File: src/rtl/mem_load_queue.sv
// -----------------------------------------------------------------------------
// mem_load_queue
//   Tracks outstanding data-SRAM requests in issue order. Each response is
//   paired with its request, aligned and extended by load type, and presented
//   to the write-back side one entry at a time. A flush cancels everything in
//   flight. Responses that were already owed to the SRAM are then counted in
//   cancel_cnt and dropped as they come back.
//
// Parameters
//   DEPTH       maximum outstanding requests (power of 2, 2..16)
//   TAG_W       width of the per-request tag
//
// Ports
//   clk         clock, rising edge
//   reset       synchronous, active-high reset
//   req_fire    request accepted by the SRAM this cycle
//   req_store   accepted request is a store (response carries no data)
//   req_op      one-hot load type {ld_b, ld_h, ld_w, ld_bu, ld_hu}
//   req_lowbits address bits [1:0] of the request
//   req_tag     tag returned with the response
//   data_ok     SRAM response strobe (in request order)
//   rdata       SRAM read data, valid with data_ok
//   flush       cancels all requests in flight
//   full        no further request may be issued this cycle
//   out_valid   head response is complete and presented
//   out_ready   consumer accepts the head
//   out_data    aligned/extended load result, 0 for stores
//   out_tag     tag of the head entry
//   out_store   head entry is a store acknowledgement
//   err         sticky protocol error flag
//
// Configuration
//   MEM_LOADQ_BYPASS_EN  when defined, a non-cancelled response for the head
//                        entry is presented in the same cycle as data_ok.
//                        It is not stored if it is accepted in that cycle.
// -----------------------------------------------------------------------------
module mem_load_queue #(
   parameter int DEPTH = 4,
   parameter int TAG_W = 5
) (
   input  logic             clk,
   input  logic             reset,
   input  logic             req_fire,
   input  logic             req_store,
   input  logic [4:0]       req_op,
   input  logic [1:0]       req_lowbits,
   input  logic [TAG_W-1:0] req_tag,
   input  logic             data_ok,
   input  logic [31:0]      rdata,
   input  logic             flush,
   output logic             full,
   output logic             out_valid,
   input  logic             out_ready,
   output logic [31:0]      out_data,
   output logic [TAG_W-1:0] out_tag,
   output logic             out_store,
   output logic             err
);

   localparam int PW = $clog2(DEPTH);

   // Pointers carry one extra wrap bit so a full queue differs from an empty one.
   // cancel_cnt shares this type because it never exceeds DEPTH.
   typedef logic [PW:0] ptr_t;
   localparam ptr_t ONE = ptr_t'(1);

   typedef struct packed {
      logic             store;
      logic [4:0]       op;
      logic [1:0]       lowbits;
      logic [TAG_W-1:0] tag;
   } meta_t;

   ptr_t        wr, rsp, rd, cancel_cnt;
   meta_t       meta_q [DEPTH];
   logic [31:0] data_q [DEPTH];

   ptr_t        occupied, pending;
   logic        fire_ok, drop, rsp_ok, rsp_bad, head_done, bypass;
   meta_t       head;
   logic [31:0] head_raw;
   logic [7:0]  byte_sel;
   logic [15:0] half_sel;

   assign occupied = wr - rd;
   assign pending  = wr - rsp;
   assign full     = (occupied + cancel_cnt) == ptr_t'(DEPTH);

   assign fire_ok  = req_fire && !full;
   assign drop     = data_ok && (cancel_cnt != '0);
   assign rsp_ok   = data_ok && (cancel_cnt == '0) && (pending != '0);
   assign rsp_bad  = data_ok && (cancel_cnt == '0) && (pending == '0);

   // Entries in [rd, rsp) are done. The done bits are held implicitly by the pointers.
   assign head_done = (rd != rsp);

`ifdef MEM_LOADQ_BYPASS_EN
   // With no done entry ahead, a good response belongs to the head itself.
   // A data_ok in the flush cycle is cancelled along with its request.
   assign bypass = rsp_ok && !head_done && !flush;
`else
   assign bypass = 1'b0;
`endif

   assign out_valid = head_done || bypass;
   assign head      = meta_q[rd[PW-1:0]];
   assign head_raw  = bypass ? rdata : data_q[rd[PW-1:0]];
   assign out_tag   = head.tag;
   assign out_store = head.store;

   always_comb begin
      // NOTE: every signal written here is given a default first, so no latch is inferred.
      byte_sel = head_raw[7:0];
      case (head.lowbits)
         2'd0: byte_sel = head_raw[7:0];
         2'd1: byte_sel = head_raw[15:8];
         2'd2: byte_sel = head_raw[23:16];
         2'd3: byte_sel = head_raw[31:24];
      endcase
      half_sel = head.lowbits[1] ? head_raw[31:16] : head_raw[15:0];

      out_data = head_raw;
      if (head.store)       out_data = '0;
      else if (head.op[4])  out_data = {{24{byte_sel[7]}}, byte_sel};
      else if (head.op[1])  out_data = {24'b0, byte_sel};
      else if (head.op[3])  out_data = {{16{half_sel[15]}}, half_sel};
      else if (head.op[0])  out_data = {16'b0, half_sel};
   end

   // Pointers, cancel count and error flag.
   always_ff @(posedge clk) begin
      // NOTE: sequential state uses non-blocking assignments so every register samples pre-edge values.
      if (reset) begin
         wr         <= '0;
         rsp        <= '0;
         rd         <= '0;
         cancel_cnt <= '0;
         err        <= 1'b0;
      end else begin
         if ((req_fire && full) || rsp_bad)
            err <= 1'b1;

         if (flush) begin
            // A request fired in this cycle is cancelled and is never written.
            // Every response still owed to the SRAM is counted in cancel_cnt.
            rsp        <= wr;
            rd         <= wr;
            cancel_cnt <= pending + cancel_cnt - ptr_t'(drop || rsp_ok) + ptr_t'(fire_ok);
         end else begin
            if (fire_ok)                wr         <= wr + ONE;
            if (rsp_ok)                 rsp        <= rsp + ONE;
            if (drop)                   cancel_cnt <= cancel_cnt - ONE;
            if (out_valid && out_ready) rd         <= rd + ONE;
         end
      end
   end

   // Entry storage.
   always_ff @(posedge clk) begin
      // NOTE: the storage arrays are not reset; the pointers alone decide which entries are live.
      if (fire_ok && !flush && !reset)
         meta_q[wr[PW-1:0]] <= '{store: req_store, op: req_op, lowbits: req_lowbits, tag: req_tag};
      if (rsp_ok && !flush && !reset && !(bypass && out_ready))
         data_q[rsp[PW-1:0]] <= rdata;
   end

endmodule

File: config.mk
export PLATFORM = sky130hd
export DESIGN_NAME = mem_load_queue
export DESIGN_NICKNAME = d
export VERILOG_FILES = /design/src/rtl/mem_load_queue.sv
export SDC_FILE = /design/constraint.sdc
export NUM_CORES = 1
export LEC_CHECK = 0
export ABC_CLOCK_PERIOD_IN_PS = 3290
export BUFFER_PORTS_ARGS = -buffer_cell sky130_fd_sc_hd__buf_2
export CELL_PAD_IN_SITES_DETAIL_PLACEMENT = 1
export CELL_PAD_IN_SITES_GLOBAL_PLACEMENT = 2
export CORE_ASPECT_RATIO = 0.8
export CORE_MARGIN = 1.5
export CORE_UTILIZATION = 39
export DETAILED_ROUTE_END_ITERATION = 10
export PLACE_DENSITY = 0.84
export RECOVER_POWER = 100
export REMOVE_ABC_BUFFERS = 1
export SLEW_MARGIN = 20
export SYNTH_ARGS = -nofsm -noshare
export SYNTH_HDL_FRONTEND = slang
export SYNTH_SLANG_ARGS = --single-unit
export TNS_END_PERCENT = 5
File: constraint.sdc
create_clock -name clk -period 3.29 [get_ports clk]
set_input_delay 0.658 -clock clk [delete_from_list [all_inputs] [get_ports clk]]
set_output_delay 0.658 -clock clk [all_outputs]
set_load 0.1 [all_outputs]
==> results of run 1 <==
## worst max-delay path by stage
stage	slack (ns)	end	cells after the start	startpoint
2_1_floorplan	-3.49	out_data[0]	4	flop
3_3_place_gp	-0.07	cancel_cnt[2]$_SDFFE_PP0P_	16	wr[1]$_SDFFE_PP0N_
3_5_place_dp	-0.18	cancel_cnt[2]$_SDFFE_PP0P_	16	wr[1]$_SDFFE_PP0N_
4_1_cts	-0.19	out_data[31]	7	flop
5_1_grt	-0.26	out_data[18]	8	flop
6_report	-0.18	out_data[11]	7	flop
## registers in the layout (all words and copies together), names as in the netlist, named ones only
signal,flops
err,1
data_q,128
wr,3
rd,3
rsp,3
cancel_cnt,3
meta_q,48
## final cells by class
type / count / share of cell area, %
inverters: 15 / 0.554
clock buffers: 17 / 4.01
multi-input cells: 243 / 25.7
flip-flops and latches: 191 / 52.7
clock inverters: 14 / 1.34
repair buffers: 146 / 12.5
well taps: 269 / 3.17
diodes: 1 / 0.0236
## cell usage after synthesis (all sizes together), types with 2 or more instances
| library cell | number |
|---|---|
| a211oi | 2 |
| a21o | 3 |
| inv | 14 |
| a311oi | 8 |
| clkbuf | 10 |
| mux2i | 4 |
| fa | 5 |
| dfxtp | 15 |
| mux4 | 52 |
| xnor2 | 8 |
| edfxtp | 176 |
| nand3 | 18 |
| xnor3 | 2 |
| nor2b | 3 |
| buf | 15 |
| or2 | 2 |
| a21oi | 26 |
| xor2 | 6 |
| and4 | 4 |
| nand2 | 24 |
| o21ai | 17 |
| ha | 16 |
| and3 | 4 |
| a31oi | 8 |
| nand2b | 2 |
| nor2 | 19 |
## critical path, cell delays in order, from the launching register on
cell     delay [ns]
dfxtp_4        0.45
buf_12         0.17
mux4_2         0.58
mux4_2         0.51
nand2_4        0.12
buf_6          0.18
a31oi_2        0.15
buf_12         0.20
## where the power goes
group,internal (mW),leakage (nW),switching (mW)
combinational,1.19,1.61,2.03
clock,1.06,0.271,0.950
sequential,2.75,1.71,0.0492
total,5.00,3.59,3.03
## layer usage
metal / share of wire, % / vias to the layer above / track usage (%)
met5: 0.062 / - / 0
met4: 1.8 / 2 / 7.07
met3: 4.8 / 29 / 4.13
met2: 53 / 149 / 34.0
met1: 41 / 2631 / 23.8
li1: - / 2179 / -
## cell families after synthesis
logic type	after synthesis
compound gates	70
xor+xnor	16
fa+ha+maj	21
flops	191
simple gates	79
mux	56
buf+inv	40
## cell usage in the layout, fill, tap and decap left out, types with 15 or more instances in the layout
cell type / netlist / routed
a21oi_1: 26 / 25
buf_12: 1 / 31
buf_4: 0 / 34
clkbuf_1: 9 / 49
clkbuf_16: 0 / 17
edfxtp_1: 176 / 176
ha_1: 16 / 15
mux4_2: 41 / 42
nand2_1: 23 / 23
nand3_1: 18 / 18
nor2_1: 19 / 16
o21ai_2: 3 / 15
## stage by stage
stage	utilization, %	cells	setup TNS [ns]	setup WS, ns	power, mW
2_1_floorplan	-	448	-98.66	-3.49	4.76
3_3_place_gp	47.1	858	-0.0655	-0.0655	5.73
3_5_place_dp	47.1	858	-0.249	-0.176	5.82
4_1_cts	51.1	893	-5.35	-0.192	8.03
5_1_grt	51.0	895	-7.60	-0.260	8.31
6_report	51.0	896	-4.96	-0.184	8.03
## timing repair
action,4_1_cts,5_1_grt
resized for setup,65,11
setup endpoints to repair,34,34
pin swaps,15,11
hold endpoints to repair,0,0
gates cloned,1,0
setup buffers,7,2
==> qor.yml, run 1 <==
outcome: "finished, violations left"
violations: "DRC, setup timing"
clock-skew-final_ns: 0.0132
crit-reg2reg-capture: "cancel_cnt[2]$_SDFFE_PP0P_"
ff2ff_path_depth: 15
seq_area_frac_synth_pct: 66.9
synthAdderAreaFrac_pct: 3.60
place_congestion: 0.810
fmax_mhz: 288
ff2ff_setup_slack_ns: -0.07
port_buffers: 90
synth_simple_gate_area_share_pct: 4.62
core_sq_um: 20800
ys_top_cells_by_area: "edfxtp_1, mux4_2, dfxtp_1"
cts_sinks: 191
die-area_sq_um: 22300
synthFlopType: "edfxtp_1"
synth_top_cell_by_area: "edfxtp_1"
grt_first_pass_wirelength_mm: 31.9
min_path_cells: 1
crit_path_end_kind: "primary output"
synth_top_family_by_area: "multiplexers"
grt_pass1_vias: 5439
fin_ws_ns: -0.184
hold_ws_ns: 0.472
r2r_start: "wr[1]$_SDFFE_PP0N_"
wl_mm: 20.9
hold_class: "input port to flop"
startpoint_type: "flop"
cts_tree: "yes"
ys_async_sr_fraction_pct: 0
leakage_nw: 3.59
synth_top_area_share_pct: 63.3
syn_avg_cell_area_sq_um: 17.7
io_pins: 92
cts_max_level: 4
grt_max_degree: 34
slew_violations: 0
dr.pass1.iters: 8
crit_fanout: 9
vias_per_cell: 5.57
multi_input_area_sq_um: 2730
drv_cap: 0
num_rows: 47
dp.final_hpwl_mm: 14.1
stdcell_area_sq_um: 10600
final_nets: 686
seq_area_sq_um: 5590
rsz0062_at_grt: "yes"
p_per_area_nw_per_um2: 756
worstMarginPinSlew_ns: 1.20
final_hold_viol_count: 0
yosys_register_bits: 191
via_count: 4990
syn_to_final_growth_pct: 27.2
cp.required_ns: 2.63
path_class: "flop to primary output"
ctsHoldBuffers: 0
place_area_sq_um: 9810
layout-drive-gt1-share_pct: 34.7
synth_edf_count: 176
ant_nets: 0
syn_area_sq_um: 8350
clk_pin_slew_worst_paths_ns: 0.08
gr-usage-all-layers_pct: 19.4
initialDrtViolationCount: 441
yosysUniqueCellTypes: 45
cts_buffers: 17
setup_viol: 34
cts_buffer_depth: 2
max-slew-margin-rel_pct: 20.4
peakVddDrop_v: 0.000311
drc: 6
holdPathEnd: "data_q[0][4]$_DFFE_PP_"
finalCritPeriodShare_pct: 106
routedWlPerCell_um: 23.3
grt_antenna_before_repair: 1
netlist_instances: 473
start_util_pct: 40.1
hp-start: "rdata[4]"
synth_xor_area_share_pct: 2.01
die_w_um: 167
fp.dieH_um: 134
arrival_ns: 2.82
synth_compound_area_share_pct: 5.26
clock_latency_ns: 0.44
clockRootBuffer: "clkbuf_16"
period_needed_ns: 3.47
synth_warnings: 0
fill_cells: 1991
overflow: 0
synth.mux.area_fraction_pct: 15.0
(Power assumes the default switching activity.)
==> run 2: changes to the inputs <==
- ABC_AREA: unset -> 1
- CORE_MARGIN: 1.5 -> 3
- CORE_UTILIZATION: 39 -> 34
- PLACE_DENSITY: 0.84 -> 0.85
==> run 2 against run 1 <==
The run now ends clean. Global-route usage fell by 1.8 points. Routed wire length rose by 27%. Clock skew fell by 0.0020 ns. Hold slack got worse by 0.0014 ns. Critical endpoint is now full. Sequential share of layout area fell by 4.7 points. Highest routed layer unchanged. Clock power barely moved. Flip-flop and latch count did not move. Critical path type unchanged. Core utilization fell by 8.4 points.
==> qor.yml, run 2 <==
outcome: "complete, no violations"
clock_latency_ns: 0.44  # about the same
cts_sinks: 191  # unchanged
vias_per_cell: 4.88  # -12%
hold_class: "input port to flop"
fmax_mhz: 314  # +9.1%
initialDrtViolationCount: 523  # +19%
yosysUniqueCellTypes: 34  # -24%
cts_max_level: 4  # unchanged
cp.required_ns: 2.63  # about the same
met1_usage_pct: 23.4  # -0.45 points
place_congestion: 0.809  # -0.17%
largest_register_ffs: 128  # unchanged
wl_mm: 26.5  # +27%
post-cts-setup-buffer-count: 0  # -7
fill_cells: 3121  # +57%
synth_top_area_share_pct: 55.6  # -7.7 points
synth_common_cells: "nand2_1, edfxtp_1, nand3_1"
seq_area_sq_um: 5590  # about the same
overflow: 0  # unchanged
antenna_cells: 0  # -1
synth_edf_count: 176  # unchanged
io_pins: 92  # unchanged
dp_cells: 1445  # +68%
ys_async_sr_fraction_pct: 0  # unchanged
netlist_instances: 1007  # +110%
cp_slowest_cell: "fa_1"
period_needed_ns: 3.18  # -0.290 ns
seq_area_frac_synth_pct: 58.8  # -8.1 points
finalNonFillerCells: 1479  # +65%
gr-usage-all-layers_pct: 17.6  # -1.8 points
clockRootBuffer: "clkbuf_16"
slew_violations: 0  # unchanged
total_power_mw: 10.7  # +34%
cts_buffers: 17  # unchanged
fp.dieH_um: 156  # +16%
p_per_area_nw_per_um2: 920  # +22%
grt_first_pass_wirelength_mm: 40.4  # +27%
drv_cap: 0  # unchanged
crit_fanout: 4  # -5
ctsHoldBuffers: 0  # unchanged
cts_tree: "yes"
syn_avg_cell_area_sq_um: 9.44  # -47%
ant_nets: 0  # unchanged
final_nets: 1174  # +71%
via_count: 7215  # +45%
grt_util_met3_pct: 3.82  # -0.31 points
ys_top_cells_by_area: "edfxtp_1, nand2_1, nand3_1"
start_util_pct: 34.7  # -5.4 points
routedWlPerCell_um: 17.9  # -23%
num_rows: 54  # +15%
drc: 0  # -6
syn_to_final_growth_pct: 22.7
leakage_nw: 4.74  # +32%
final_cell_mix: "nand2_1, edfxtp_1, nand3_1"
syn_area_sq_um: 9500  # +14%
grt_max_degree: 35  # +2.9%
peakVddDrop_v: 0.000660  # +110%
clock-skew-final_ns: 0.0112  # -0.00196 ns
grt_pass1_vias: 7477  # +37%
dr.pass1.iters: 7  # -1
fin_setup_tns_ns: 0  # +4.96 ns
finalCritPeriodShare_pct: 96.8  # -8.8 points
yosys_register_bits: 191  # unchanged
setup_viol: 0  # -100%
grt_antenna_before_repair: 2  # +1
slowest_delay_ns: 0.53  # -0.05 ns
max-slew-margin-rel_pct: 21.9  # +1.6 points
final_util_pct: 42.6  # -8.4 points
arrival_ns: 2.53  # -0.29 ns
port_buffers: 90  # unchanged
path_class: "flop to primary output"
layout-drive-gt1-share_pct: 16.4  # -18 points
final_hold_viol_count: 0  # unchanged
die-area_sq_um: 30000  # +35%
worstMarginPinSlew_ns: 1.18  # -0.0236 ns
synthFlopType: "edfxtp_1"
core_sq_um: 27400  # +31%
clk_pin_slew_worst_paths_ns: 0.07  # about the same
synth_warnings: 0  # unchanged
synth_most_common_cell: "nand2_1"
gr-usage-met2_pct: 29.8  # -4.2 points
startpoint_type: "flop"
rsz0062_at_grt: "yes"
dp.final_hpwl_mm: 17.9  # +27%
worstPathCellList: "inv_2, fa_1, inv_1, fa_2, inv_1, nand3_1, nand3_1, nand3_1, buf_4, inv_2, buf_12"
multi_input_area_sq_um: 3450  # +26%
final_common_cell: "nand2_1"
cts_buffer_depth: 2  # unchanged
die_w_um: 193  # +16%
busiest_layer: "met2"
synth_top_cell_by_area: "edfxtp_1"
crit_path_end_kind: "primary output"
crit_path_frequent_cell: "nand3_1"
## run 2: changes by cell type after synthesis, moves of 7 or more
cell	previous run	this run
nand2_1	23	377
nand3_1	18	122
inv_1	14	79
mux4_2	41	0
nor2_1	19	41
nor2_2	0	21
buf_2	10	23
a21oi_1	26	38
mux4_1	11	0
o21ai_0	6	17
buf_4	0	9
a311oi_1	7	0
## run 2: cell families after synthesis
logic type | after synthesis | synth area share, %
simple gates | 582 | 26.1
flops | 191 | 58.8
buf+inv | 134 | 6.94
compound gates | 67 | 3.91
fa+ha+maj | 21 | 3.16
xor+xnor | 12 | 1.11
## run 2: layout make-up
| cell class | count | share of cell area (%) |
|---|---|---|
| multi-input combinational | 683 | 29.6 |
| sequential | 191 | 48.0 |
| inverter | 86 | 2.94 |
| timing repair buffer | 123 | 10.7 |
| clock inverter | 14 | 1.23 |
| clock buffer | 18 | 3.68 |
| tap | 364 | 3.91 |
## run 2: report_power, final
group | internal [mW] | switching (mW)
Combinational | 1.82 | 4.05
Sequential | 2.77 | 0.0672
Clock | 1.01 | 1.01
## run 2: metrics by stage
| step | worst slack (ns) | hold WS, ns | cell area (sq um) |
|---|---|---|---|
| after detailed placement | 0.119 | 0.496 | 11000 |
| after floorplan | -2.19 | 0.480 | 9180 |
| after CTS | 0.0225 | 0.406 | 11700 |
| after global routing | -0.0361 | 0.472 | 11700 |
| final | 0.106 | 0.471 | 11700 |
| after global placement | 0.168 | 0.486 | 11000 |
## run 2: path summary, 6_finish.rpt
kind	start	to	slack (ns)	cells past startpoint
worst min-delay path	req_tag[1]	meta_q[0][1]$_DFFE_PP_	0.47	1
worst max register to register	wr[0]$_SDFFE_PP0N_	cancel_cnt[1]$_SDFFE_PP0P_	0.19	14
worst min register to register	err$_SDFFE_PP0P_	err$_SDFFE_PP0P_	0.51	2
worst max-delay path	wr[1]$_SDFFE_PP0N_	full	0.11	11
## run 2: layer usage
metal  up-vias  wire length (um)
met1      3572             12300
li1       3509                 -
met2       104             12800
met5         -                30
met3        26              1080
met4         4               260
## run 2: timing repair
action / in CTS / in global routing
setup endpoints to repair: 33 / 35
resized for setup: 33 / 25
pin swaps: 0 / 6
gates cloned: 1 / 1
## run 2: worst max-delay path: cells and delay by family, from the launching register on
family | cells | cell delay [ns]
buffers and inverters | 6 | 0.56
adders and majority gates | 2 | 0.91
and+or+nand+nor | 3 | 0.27
DFF | 1 | 0.33
